## config.mk

```make
export PLATFORM = sky130hd
export DESIGN_NAME = updi_response_handler_flat
export DESIGN_NICKNAME = d
export VERILOG_FILES = /design/src/rtl/updi_pkg.sv /design/src/rtl/updi_response_handler_if.sv /design/src/rtl/updi_timeout_counter.sv /design/src/rtl/updi_response_handler.sv /design/src/flat_wrapper.sv
export SDC_FILE = /design/constraint.sdc
export NUM_CORES = 1
export LEC_CHECK = 0
export ABC_CLOCK_PERIOD_IN_PS = 8900
export CAP_MARGIN = 30
export CORE_MARGIN = 3
export CORE_UTILIZATION = 55
export DETAILED_ROUTE_END_ITERATION = 6
export DONT_BUFFER_PORTS = 1
export PLACE_DENSITY = 0.81
export SETUP_SLACK_MARGIN = 0.2
export SYNTH_ARGS = -nofsm -noshare
export SYNTH_HDL_FRONTEND = slang
export SYNTH_SLANG_ARGS = --single-unit
```

## constraint.sdc

```tcl
create_clock -name clk -period 8.9 [get_ports clk]
set_input_delay 2.67 -clock clk [delete_from_list [all_inputs] [get_ports clk]]
set_output_delay 2.67 -clock clk [all_outputs]
set_load 0.03 [all_outputs]
```

## src/rtl/updi_pkg.sv

```systemverilog
// UPDI shared types and constants.
// Used by both the TX queue handler and the RX response handler.
package updi_pkg;

  typedef enum logic [1:0] {
    IDLE,
    DISCARD,
    RECEIVE,
    DONE
  } updi_response_handler_state;

  typedef enum logic [1:0] {
    NONE         = 2'd0,
    TIMEOUT      = 2'd1,
    ACK_MISMATCH = 2'd2
  } updi_rsp_error;

  localparam logic [7:0] UPDI_ACK   = 8'h40;
  localparam logic [7:0] UPDI_SYNCH = 8'h55;

  function automatic logic is_updi_ack(input logic [7:0] b);
    return b == UPDI_ACK;
  endfunction

endpackage

```

## src/rtl/updi_response_handler_if.sv

```systemverilog
// Bundle between the response handler, its controller and the RX FIFO.
// master = controller/FIFO side, slave = response handler.
interface updi_response_handler_if #(
  parameter int MAX_DATA_SIZE  = 16,
  parameter int DATA_ADDR_BITS = $clog2(MAX_DATA_SIZE)
) ();
  import updi_pkg::*;

  logic                           start;
  logic                           ready;
  logic [DATA_ADDR_BITS:0]        discard_len;
  logic [DATA_ADDR_BITS:0]        rx_len;
  logic [MAX_DATA_SIZE-1:0]       ack_mask;
  logic                           ack_received;
  logic                           done;
  updi_rsp_error                  error;
  logic [MAX_DATA_SIZE-1:0][7:0]  rx_data;
  logic [DATA_ADDR_BITS:0]        rx_count;
  logic [7:0]                     fifo_data;
  logic                           fifo_rd_en;
  logic                           fifo_empty;

  modport master (
    output start, discard_len, rx_len, ack_mask,
    output fifo_data, fifo_empty,
    input  ready, ack_received, done, error,
    input  rx_data, rx_count, fifo_rd_en
  );

  modport slave (
    input  start, discard_len, rx_len, ack_mask,
    input  fifo_data, fifo_empty,
    output ready, ack_received, done, error,
    output rx_data, rx_count, fifo_rd_en
  );

endinterface

```

## src/rtl/updi_timeout_counter.sv

```systemverilog
// Idle-cycle watchdog for the response handler.
// expired is high while enabled and the count sits at its last value.
module updi_timeout_counter #(
  parameter int TIMEOUT_CYCLES = 65536
) (
  input  logic clk,
  input  logic rst,
  input  logic enable,
  input  logic clear,
  output logic expired
);
  localparam int TW = (TIMEOUT_CYCLES > 2) ? $clog2(TIMEOUT_CYCLES) : 1;
  localparam logic [TW-1:0] LAST = TW'(TIMEOUT_CYCLES - 1);

  logic [TW-1:0] timer;

  assign expired = enable && (timer == LAST);

  always_ff @(posedge clk or posedge rst) begin
    if (rst) begin
      timer <= '0;
    end else if (clear) begin
      timer <= '0;
    end else if (enable && !expired) begin
      timer <= timer + TW'(1);
    end
  end

endmodule

```

## src/rtl/updi_response_handler.sv

```systemverilog
// UPDI receive path: drops TX echo, collects response bytes, checks ACKs.
// One FIFO read in flight at most; a read already issued always lands before DONE.
module updi_response_handler
  import updi_pkg::*;
#(
  parameter int MAX_DATA_SIZE  = 16,
  parameter int DATA_ADDR_BITS = $clog2(MAX_DATA_SIZE),
  parameter int TIMEOUT_CYCLES = 65536
) (
  input logic                    clk,
  input logic                    rst,
  updi_response_handler_if.slave bus
);
  localparam int LW = DATA_ADDR_BITS + 1;
  localparam logic [LW-1:0] ONE = LW'(1);
  localparam logic [LW-1:0] MAX_LEN = LW'(MAX_DATA_SIZE);

  updi_response_handler_state state;

  logic                      pending;
  logic [LW-1:0]             disc_len_q;
  logic [LW-1:0]             rx_len_q;
  logic [LW-1:0]             disc_cnt;
  logic [LW-1:0]             issued;
  logic [MAX_DATA_SIZE-1:0]  ack_mask_q;

  logic                      accept;
  logic                      active;
  logic                      consume;
  logic                      is_ack;
  logic                      chk;
  logic                      disc_last;
  logic                      rx_last;
  logic                      mismatch;
  logic                      phase_end;
  logic                      issue;
  logic                      expired;
  logic                      timeout;
  logic [LW-1:0]             phase_len;
  logic [DATA_ADDR_BITS-1:0] k;

  always_comb begin
    accept    = (state == IDLE) && bus.start && bus.ready;
    active    = (state == DISCARD) || (state == RECEIVE);
    consume   = active && pending;
    k         = bus.rx_count[DATA_ADDR_BITS-1:0];
    is_ack    = is_updi_ack(bus.fifo_data);
    chk       = ack_mask_q[k];
    phase_len = (state == DISCARD) ? disc_len_q : rx_len_q;
    disc_last = (state == DISCARD) && consume
              && (disc_cnt + ONE == disc_len_q);
    rx_last   = (state == RECEIVE) && consume
              && (bus.rx_count + ONE == rx_len_q);
    mismatch  = (state == RECEIVE) && consume && chk && !is_ack;
    phase_end = disc_last || rx_last || mismatch;
    // No new read on a phase boundary, so nothing is left in flight.
    issue     = active && !phase_end && !bus.fifo_rd_en
              && !bus.fifo_empty && (issued < phase_len);
    timeout   = expired && !consume && !issue;
  end

  updi_timeout_counter #(
    .TIMEOUT_CYCLES(TIMEOUT_CYCLES)
  ) u_timeout (
    .clk    (clk),
    .rst    (rst),
    .enable (active),
    .clear  (accept || issue || consume),
    .expired(expired)
  );

  always_ff @(posedge clk or posedge rst) begin
    if (rst) begin
      state            <= IDLE;
      bus.ready        <= 1'b0;
      bus.done         <= 1'b0;
      bus.ack_received <= 1'b0;
      bus.error        <= NONE;
      bus.rx_count     <= '0;
      bus.rx_data      <= '0;
      bus.fifo_rd_en   <= 1'b0;
      pending          <= 1'b0;
      disc_len_q       <= '0;
      rx_len_q         <= '0;
      disc_cnt         <= '0;
      issued           <= '0;
      ack_mask_q       <= '0;
    end else begin
      bus.done         <= 1'b0;
      bus.ack_received <= 1'b0;
      bus.fifo_rd_en   <= issue;
      pending          <= bus.fifo_rd_en;
      if (issue) issued <= issued + ONE;
      unique case (state)
        IDLE: begin
          bus.ready <= 1'b1;
          if (accept) begin
            bus.ready    <= 1'b0;
            bus.rx_count <= '0;
            bus.error    <= NONE;
            disc_cnt     <= '0;
            issued       <= '0;
            disc_len_q   <= bus.discard_len;
            rx_len_q     <= (bus.rx_len > MAX_LEN) ? MAX_LEN : bus.rx_len;
            ack_mask_q   <= bus.ack_mask;
            if (bus.discard_len != '0) begin
              state <= DISCARD;
            end else if (bus.rx_len != '0) begin
              state <= RECEIVE;
            end else begin
              state    <= DONE;
              bus.done <= 1'b1;
            end
          end
        end
        DISCARD: begin
          if (consume) disc_cnt <= disc_cnt + ONE;
          if (disc_last) begin
            issued <= '0;
            if (rx_len_q == '0) begin
              state    <= DONE;
              bus.done <= 1'b1;
            end else begin
              state <= RECEIVE;
            end
          end else if (timeout) begin
            bus.error <= TIMEOUT;
            state     <= DONE;
            bus.done  <= 1'b1;
          end
        end
        RECEIVE: begin
          if (consume) begin
            bus.rx_data[k]   <= bus.fifo_data;
            bus.rx_count     <= bus.rx_count + ONE;
            bus.ack_received <= chk && is_ack;
          end
          if (mismatch) begin
            bus.error <= ACK_MISMATCH;
            state     <= DONE;
            bus.done  <= 1'b1;
          end else if (rx_last) begin
            state    <= DONE;
            bus.done <= 1'b1;
          end else if (timeout) begin
            bus.error <= TIMEOUT;
            state     <= DONE;
            bus.done  <= 1'b1;
          end
        end
        DONE: begin
          state     <= IDLE;
          bus.ready <= 1'b1;
        end
      endcase
    end
  end

endmodule

```

## src/flat_wrapper.sv

```systemverilog
// flat-port wrapper written by rule: the top's interface ports become plain ports
module updi_response_handler_flat import updi_pkg::*;
#(
  parameter int MAX_DATA_SIZE  = 16,
  parameter int DATA_ADDR_BITS = $clog2(MAX_DATA_SIZE),
  parameter int TIMEOUT_CYCLES = 65536
)
  (clk, rst, bus_start, bus_discard_len, bus_rx_len, bus_ack_mask, bus_fifo_data, bus_fifo_empty, bus_ready, bus_ack_received, bus_done, bus_error, bus_rx_data, bus_rx_count, bus_fifo_rd_en);
  updi_response_handler_if #(.MAX_DATA_SIZE(MAX_DATA_SIZE), .DATA_ADDR_BITS(DATA_ADDR_BITS)) bus_i ();
  input logic clk;
  input logic rst;
  input wire logic [$bits(bus_i.start)-1:0] bus_start;
  input wire logic [$bits(bus_i.discard_len)-1:0] bus_discard_len;
  input wire logic [$bits(bus_i.rx_len)-1:0] bus_rx_len;
  input wire logic [$bits(bus_i.ack_mask)-1:0] bus_ack_mask;
  input wire logic [$bits(bus_i.fifo_data)-1:0] bus_fifo_data;
  input wire logic [$bits(bus_i.fifo_empty)-1:0] bus_fifo_empty;
  output wire logic [$bits(bus_i.ready)-1:0] bus_ready;
  output wire logic [$bits(bus_i.ack_received)-1:0] bus_ack_received;
  output wire logic [$bits(bus_i.done)-1:0] bus_done;
  output wire logic [$bits(bus_i.error)-1:0] bus_error;
  output wire logic [$bits(bus_i.rx_data)-1:0] bus_rx_data;
  output wire logic [$bits(bus_i.rx_count)-1:0] bus_rx_count;
  output wire logic [$bits(bus_i.fifo_rd_en)-1:0] bus_fifo_rd_en;
  assign bus_i.start = bus_start;
  assign bus_i.discard_len = bus_discard_len;
  assign bus_i.rx_len = bus_rx_len;
  assign bus_i.ack_mask = bus_ack_mask;
  assign bus_i.fifo_data = bus_fifo_data;
  assign bus_i.fifo_empty = bus_fifo_empty;
  assign bus_ready = bus_i.ready;
  assign bus_ack_received = bus_i.ack_received;
  assign bus_done = bus_i.done;
  assign bus_error = bus_i.error;
  assign bus_rx_data = bus_i.rx_data;
  assign bus_rx_count = bus_i.rx_count;
  assign bus_fifo_rd_en = bus_i.fifo_rd_en;
  updi_response_handler #(.MAX_DATA_SIZE(MAX_DATA_SIZE), .DATA_ADDR_BITS(DATA_ADDR_BITS), .TIMEOUT_CYCLES(TIMEOUT_CYCLES)) u_core (.clk(clk), .rst(rst), .bus(bus_i));
endmodule
```

======== After elaboration in Yosys (flattened, before gate mapping) ========
Cells that the tools add are included.
operators by class
  equality and inequality tests ........... 12
  add/subtract/negate cells ............... 4
  order comparisons ....................... 4
  reduce and logical (&&, ||, !) cells .... 45
  muxes and demuxes ....................... 46
operators with widths
  cell                     number
  $bwmux W128              1
  $mux W5                  8
  $demux W8 S4             1
  $mux W16                 2
  $pmux W5 S2              3
  $mux W2                  11
  $logic_and A1 B1 Y1      19
  $add A16 B1 Y16 const B  1
  $eq A16 B16 Y1 const B   1
  $add A5 B1 Y5 const B    3
  $mux W1                  14
  $eq A5 B5 Y1             2
  $reduce_bool A5 Y1       2
  $eq A8 B7 Y1 const B     1
  $mux W8                  1
  $pmux W2 S4              1
  $reduce_bool A2 Y1       4
  $logic_not A1 Y1         7
  $ne A2 B1 Y1 const B     3
  $pmux W2 S3              1
  $reduce_and A3 Y1        2
  $gt A5 B5 Y1 const B     1
  $logic_not A5 Y1         1
  $logic_or A1 B1 Y1       5
  14 further kinds         16
word-level totals
  bits in registers ....................... 194
  output and inout port bits .............. 139
  word-level logic and storage cells ...... 141

======== Longest topological paths before layout ========
Gate-level depths: netlist of run 1.
  depth in word-level cells ............... 18
  mapped depth ............................ 13

======== Cells and area by module ========
Synthesis of run 1 repeated with hierarchy kept, for this count alone.
second synthesis, totals
  cell total of the unflattened synthesis .. 661
  area, all modules ....................... 8583.2 µm²
by module, submodules not included
  module                 instances  area an instance (µm²)  seq. area each (µm²)  cells an instance
  updi_response_handler  1          7666.1                  4454.3                568
  updi_timeout_counter   1          917.1                   400.4                 93

======== Least setup slack after synthesis of run 1 ========
No wires, ideal clock.
  path kind ............................... input port to flip-flop
  start ................................... input bus_fifo_data[0]
  end ..................................... register u_core.issued[2]
  arrival ................................. 4240 ps
  setup slack ............................. 4582 ps
  stages on the path ...................... 7
  path buffers ............................ 1
  required time ........................... 8822 ps
  cells stage by stage .................... nor4b_1 a211o_1 a2bb2oi_4 nand4b_2 buf_4 or3_1 a21oi_1
on the way
  cells in the longest elaborated chain, start to end .. 12
RTL lines
  item                                 RTL line                                                   text
  start: declaration                   flat_wrapper.sv:16                                         input wire logic [$bits(bus_i.fifo_data)-1:0] bus_fifo_data;
  $eq A8 B7 Y1 *                       updi_pkg.sv:22                                             return b == UPDI_ACK;
  $logic_not A1 Y1 *                   updi_response_handler.sv:54                                mismatch = (state == RECEIVE) && consume && chk && !is_ack;
  $logic_and A1 B1 Y1 *                updi_response_handler.sv:54
  $logic_or A1 B1 Y1 *                 updi_response_handler.sv:55                                phase_end = disc_last || rx_last || mismatch;
  $logic_not A1 Y1 *                   updi_response_handler.sv:57                                issue = active && !phase_end && !bus.fifo_rd_en
  $logic_and A1 B1 Y1 * (2 in series)  updi_response_handler.sv:57
  $logic_and A1 B1 Y1 * (2 in series)  updi_response_handler.sv:58                                && !bus.fifo_empty && (issued < phase_len);
  $mux W5 *                            updi_response_handler.sv:93                                if (issue) issued <= issued + ONE;
  $mux W5, on equally long branches    updi_response_handler.sv:118, updi_response_handler.sv:97
  $pmux W5 S2 *                        updi_response_handler.sv:94                                unique case (state)
  end signal: assignment               updi_response_handler.sv:93
  end: declaration                     updi_response_handler.sv:24                                logic [LW-1:0] issued;
Every way passes the cells marked *; elsewhere a longest branch is shown, timed or not.
A chain may end at the register's enable or synchronous reset.

======== Final worst setup path of run 1 ========
  start ................................... input bus_fifo_data[0]
  end ..................................... register u_core.u_timeout.timer[5]
on the way
  cells in the longest elaborated chain, start to end .. 12
RTL lines
  item                                            RTL line                     text
  $eq A8 B7 Y1 *                                  updi_pkg.sv:22
  $logic_not A1 Y1 *                              updi_response_handler.sv:54
  $logic_and A1 B1 Y1 *                           updi_response_handler.sv:54
  $logic_or A1 B1 Y1 *                            updi_response_handler.sv:55
  $logic_not A1 Y1 *                              updi_response_handler.sv:57
  $logic_and A1 B1 Y1 * (2 in series)             updi_response_handler.sv:57
  $logic_and A1 B1 Y1 * (2 in series)             updi_response_handler.sv:58
  $logic_or A1 B1 Y1 * (2 in series)              updi_response_handler.sv:68  .clear (accept || issue || consume),
  $mux W16 or $reduce_bool A2 Y1 (tied branches)  --
  end signal: assignment                          updi_timeout_counter.sv:25   timer <= timer + TW'(1);
  end: declaration                                updi_timeout_counter.sv:15   logic [TW-1:0] timer;
Marks and branches as above.

==> impl_results.md, run 1 <==
- Syn avg cell area: 13.3 µm²
- CTS max path bufs: 2
- Flop pwr share: 0.552
- Synth Cell Area: 8480 µm²
- Crit-path cells: nor4b_1 > a211oi_1 > a2bb2oi_4 > nand4b_2 > nand3_1 > nor2_1
- Remaining DRCs: 0
- Wire per inst: 23.8 µm
- Root Driver: clkbuf_16
- Nets: 693
- CP max-delay cell: nand3_1
- Fillers: 1088
- First-pass GRT wire length: 31200 µm
- Final period util: 0.489
- Setup TNS: 0 ns
- Ys flop type: dfrtp_1
- Min Tclk post-route: 4.35 ns
- Fin Clk Skew: 0.00682 ns
- CTS sink cnt: 194
- YS warnings: 0
- Largest delay share family, worst path: simple AND/OR/NAND/NOR gates
- Post-route ant nets: 0
- Share of cells above drive strength 1: 0.144
- Synth unique cells: 57
- Critical path endpoint category: register
- Post-CTS sizing: 0
- CTS Buf Count: 17
- Register area share after synthesis: 0.572
- Die area: 16900 µm²
- Post-CTS Hold Buffers: 0
- Pint: 1.33 mW
- Ports: 177
- Number of synthesized register bits: 194
- Kind of critical path: in -> reg
- Initial antenna violation count: 0
- CTS tree: yes
- Logic pwr share: 0.024
- Max-slew violation count: 0
- Critical Path RT: 9.20 ns
- Number of global-route vias before repair: 5448
- 1st-pass router iterations: 5
- Slew HR: 0.381
- Crit path max fanout: 17
- Worst path max stage delay: 0.60 ns
- Final Hold Viols: 0
- Largest net degree at the start of global routing: 93
- Min-delay worst type: reg -> reg
- Cell count after synthesis: 640
- Die width: 130 µm
- Vias/cell: 6.32
- RePlAce Congestion: 0.942
- Input/output buffers: 0
- RSZ-0062 raised after global routing: false
- Run status: completed
- Slew @ Worst Pin: 0.905 ns
- P&R area growth vs syn: 9.06%
- Fmax: 230 MHz
- Power Dens Cells: 194 nW/µm²
- Design Power: 1.79 mW
- Core ar.: 14800 µm²
- Row count: 44
- Starting Density: 0.573
- Most frequent cells in the layout: 194 x dfrtp_1, 104 x mux2_1, 48 x mux2_2, 46 x nand2_1, 25 x nor2_1
- Syn Nets: 693
- Final setup vio count: 0
- Diodes inserted: 0
- Worst setup SP type: primary input
- HPWL Detailed: 14400 µm
- Via Count: 5289
- Max cap viols: 0
- H-tree levels: 4
- CP Buf/Inv Count: 0
- Die height: 130 µm
- Pleak: 4.17 nW
- Total grt overflow: 0
- Clk pwr share: 0.424
- Post-synth ARST share: 1.00
- Critical Path AT: 4.65 ns
- Worst-skew pair later-pin latency: 0.44 ns
- Worst VDD drop: 0.129 mV
- Switching pwr: 0.469 mW
- All-Layer GR Usage: 0.242
- Post-synth EDFFs: 0
- Leading cell type in the layout, fill and taps excluded: dfrtp_1
- WL final: 19900 µm
- Worst-path clk slew: 0.08 ns
- Setup repair bufs after CTS: 0
- Iteration-0 DRC Markers: 371
- Sw Ratio: 0.261
## state kept, by name (all words and copies together), names as in the netlist, 5 cells and up
register / flops
u_core.ack_mask_q: 16
u_core.bus.rx_count: 5
u_core.bus.rx_data: 128
u_core.disc_cnt: 5
u_core.disc_len_q: 5
u_core.issued: 5
u_core.rx_len_q: 5
u_core.u_timeout.timer: 16
## metal layers
layer,global-route usage,vias up,wire (µm)
met1,0.295,2701,7650
met2,0.404,245,9790
met3,0.0761,37,1820
met4,0.0929,0,619
met5,0,-,0
li1,-,2306,-
## final timing paths
path                                                         start                                     to  slack (ns)  cells past startpoint
worst max register to register  u_core.bus.rx_count[1]$_DFFE_PP0P_  u_core.u_timeout.timer[5]$_DFFE_PP0P_        5.46                      7
worst min register to register    u_core.ack_mask_q[6]$_DFFE_PP0P_       u_core.ack_mask_q[6]$_DFFE_PP0P_        0.49                      1
worst max-delay path                              bus_fifo_data[0]  u_core.u_timeout.timer[5]$_DFFE_PP0P_        4.55                      6
min in group asynchronous                                      rst  u_core.u_timeout.timer[5]$_DFFE_PP0P_        2.04                      1
max in group asynchronous                                      rst     u_core.bus.rx_data[13]$_DFFE_PP0P_        5.18                      3
worst min-delay path              u_core.ack_mask_q[6]$_DFFE_PP0P_       u_core.ack_mask_q[6]$_DFFE_PP0P_        0.49                      1
## metrics by stage
stage / worst slack, ns / utilization / hold slack (ns) / area [µm²] / instances
after global routing: 4.33 / 0.625 / 0.525 / 9250 / 837
after detailed placement: 4.13 / 0.585 / 0.480 / 8660 / 805
final: 4.55 / 0.625 / 0.492 / 9250 / 837
after floorplan: 0.946 / - / 0.459 / 8480 / 640
after global placement: 4.26 / 0.583 / 0.468 / 8640 / 804
after CTS: 4.59 / 0.625 / 0.497 / 9250 / 837
## layout make-up
class,instances,area (µm²),area share
Inverter,12,50.0,0.00541
Clock inverter,15,161,0.0174
Timing Repair Buffer,3,42.5,0.00460
Tap cell,184,230,0.0249
Sequential cell,194,4850,0.525
Multi-Input combinational cell,412,3490,0.377
Clock buffer,17,425,0.0460
## cells in the mapped netlist, drive strengths merged, types with 7 or more instances
cell type / number / area share
mux2i: 7 / 0.0087
inv: 12 / 0.0053
nand3: 15 / 0.0089
xnor2: 9 / 0.0093
nor2: 25 / 0.011
ha: 15 / 0.022
dfrtp: 194 / 0.57
nand2: 46 / 0.020
xor2: 18 / 0.019
o21ai: 21 / 0.012
mux2: 152 / 0.20
nand2b: 8 / 0.0059
a31oi: 7 / 0.0052
clkbuf: 14 / 0.0062
o31ai: 7 / 0.0062
and4: 7 / 0.0072
nor3: 8 / 0.0047
a21oi: 12 / 0.0071
buf: 8 / 0.0052
## kinds of logic after synthesis
logic type | Yosys count | share of synthesized area
buffers and inverters | 34 | 0.0167
flip-flops | 194 | 0.572
adder cells (fa/ha/maj) | 15 | 0.0221
XOR/XNOR | 28 | 0.0305
multiplexers | 163 | 0.221
AO/OA/AOI/OAI | 67 | 0.0534
AND/OR/NAND/NOR | 139 | 0.0838
## power by group through the flow
stage               Sequential, mW  Combinational [mW]  Clock (mW)
detailed placement            1.01              0.0445           0
global route                 0.993              0.0498       0.810
floorplan                    0.996              0.0377           0
global placement              1.01              0.0397           0
finish                       0.990              0.0433       0.761
CTS                          0.991              0.0450       0.769
(Power assumes the default switching activity.)
==> run 2, diff against run 1 <==
Settings changed: ABC_CLOCK_PERIOD_IN_PS 8900 to 3900, PLACE_DENSITY 0.81 to 0.84.
Clock period 8.9 ns to 3.9 ns, I/O delays scaled along.
==> impl_results.md, run 2 (synthesis gave the netlist of run 1 again) <==
- Run status: completed
- Critical Path AT: 3.65 ns
- P&R area growth vs syn: 9.75%
- Nets: 696
- Worst setup SP type: register
- Total grt overflow: 0
- Slew @ Worst Pin: 0.874 ns
- Pre-CTS setup slack: 0.607 ns
- Flop pwr share: 0.543
- Kind of critical path: reg -> reg
- Die area: 16900 µm²
- Input/output buffers: 0
- Fillers: 1038
- Row count: 44
- Sw Ratio: 0.253
- CTS tree: yes
- Root Driver: clkbuf_16
- Post-CTS Hold Buffers: 0
- Switching pwr: 1.05 mW
- Starting Density: 0.573
- CTS max path bufs: 2
- Fin Clk Skew: 0.0112 ns
- Initial antenna violation count: 0
- Largest delay share family, worst path: simple AND/OR/NAND/NOR gates
- Die height: 130 µm
- Power Dens Cells: 447 nW/µm²
- WL final: 20400 µm
- Top cell by count, worst path: ha_1
- Leading cell type in the layout, fill and taps excluded: dfrtp_1
- Remaining DRCs: 0
- Final period util: 0.859
- Fmax: 298 MHz
- Worst setup margin: 0.549 ns
- Slew HR: 0.416
- Vias/cell: 6.30
- Ports: 177
- CP Buf/Inv Count: 1
- HPWL Detailed: 14600 µm
- RePlAce Congestion: 0.920
- Register area: 4850 µm²
- Share of cells above drive strength 1: 0.146
- Post-CTS sizing: 0
- CTS Buf Count: 17
- Worst VDD drop: 0.299 mV
- Setup repair bufs after CTS: 0
- Min Tclk post-route: 3.35 ns
- Final Hold Viols: 0
- Worst path max stage delay: 0.62 ns
- Area occupied by multi-input gates: 3490 µm²
- Final setup vio count: 0
- Post-route ant nets: 0
- Hold_ws: 0.495 ns
- Biggest regs: u_core.bus.rx_data x128, u_core.ack_mask_q x16, u_core.u_timeout.timer x16
- Max cap viols: 0
- Pint: 3.11 mW
- Largest register FFs: 128
- Critical Path RT: 4.20 ns
- Critical path endpoint category: register
- Worst-skew pair later-pin latency: 0.44 ns
- Max-slew violation count: 0
- RSZ-0062 raised after global routing: false
- Largest net degree at the start of global routing: 67
- Die width: 130 µm
- Crit-path cells: inv_1 > ha_1 > mux2i_1 > ha_1 > o21ai_0 > a21oi_1 > o31ai_1 > nand4b_2 > nand3_1 > nor2_1
- Number of global-route vias before repair: 5496
- CTS sink cnt: 194
- First-pass GRT wire length: 31400 µm
- CP max-delay cell: nand3_1
- All-Layer GR Usage: 0.245
- 1st-pass router iterations: 6
- Min-delay worst type: reg -> reg
- Most frequent cells in the layout: 194 x dfrtp_1, 104 x mux2_1, 48 x mux2_2, 46 x nand2_1, 25 x nor2_1
- Pleak: 4.20 nW
- Core ar.: 14800 µm²
- Worst-path clk slew: 0.07 ns
- Crit path max fanout: 16
- Clk pwr share: 0.432
- Diodes inserted: 0
- H-tree levels: 4
- Setup TNS: 0 ns
- Design Power: 4.16 mW
- Logic pwr share: 0.025
- Most flop-heavy register: u_core.bus.rx_data
- Via Count: 5295
- Wire per inst: 24.2 µm
- Iteration-0 DRC Markers: 449
[run 2: worst paths after layout]
check | cells past startpoint | slack (ns) | from | endpoint
max in group asynchronous | 2 | 2.32 | rst | u_core.bus.rx_data[21]$_DFFE_PP0P_
min in group asynchronous | 1 | 0.77 | rst | u_core.ack_mask_q[6]$_DFFE_PP0P_
worst min register to register | 1 | 0.49 | u_core.ack_mask_q[13]$_DFFE_PP0P_ | u_core.ack_mask_q[13]$_DFFE_PP0P_
worst max-delay path | 10 | 0.55 | u_core.state[1]$_DFFE_PP0P_ | u_core.u_timeout.timer[7]$_DFFE_PP0P_
worst max register to register | 10 | 0.55 | u_core.state[1]$_DFFE_PP0P_ | u_core.u_timeout.timer[7]$_DFFE_PP0P_
worst min-delay path | 1 | 0.49 | u_core.ack_mask_q[13]$_DFFE_PP0P_ | u_core.ack_mask_q[13]$_DFFE_PP0P_
[run 2: area by class of cell]
| class | instances | share of cell area |
|---|---|---|
| multi-input cells | 412 | 0.374 |
| clock buffers | 19 | 0.0476 |
| clock inverters | 13 | 0.0176 |
| well taps | 184 | 0.0247 |
| flip-flops and latches | 194 | 0.522 |
| inverters | 12 | 0.00524 |
| repair buffers | 6 | 0.00887 |
[run 2: through the flow]
stage	std cells	area (µm²)	util
6_report	840	9310	0.629
5_1_grt	840	9310	0.629
4_1_cts	840	9310	0.629
3_5_place_dp	808	8700	0.588
3_3_place_gp	808	8700	0.588
2_1_floorplan	640	8490	-
[run 2: power groups by stage]
| stage | Sequential [mW] | Combinational [mW] | Clock (mW) |
|---|---|---|---|
| finish | 2.26 | 0.103 | 1.79 |
| global route | 2.27 | 0.117 | 1.90 |
| CTS | 2.26 | 0.107 | 1.81 |
| detailed placement | 2.30 | 0.105 | 0 |
| global placement | 2.30 | 0.0973 | 0 |
| floorplan | 2.27 | 0.0863 | 0 |
[run 2: worst register-to-register path, cell delays in order (launching register included)]
cell and delay (ns):
dfrtp_1 0.44, inv_1 0.12, ha_1 0.50, mux2i_1 0.29, ha_1 0.26, o21ai_0 0.17
a21oi_1 0.06, o31ai_1 0.25, nand4b_2 0.37, nand3_1 0.62, nor2_1 0.13
[run 2: layer usage]
metal  up-vias  GRT usage  routed length (µm)
li1       2317          -                   -
met3        28     0.0884                1870
met4         0     0.0764                 381
met2       246      0.433               10500
met5         -          0                   0
met1      2704      0.278                7600
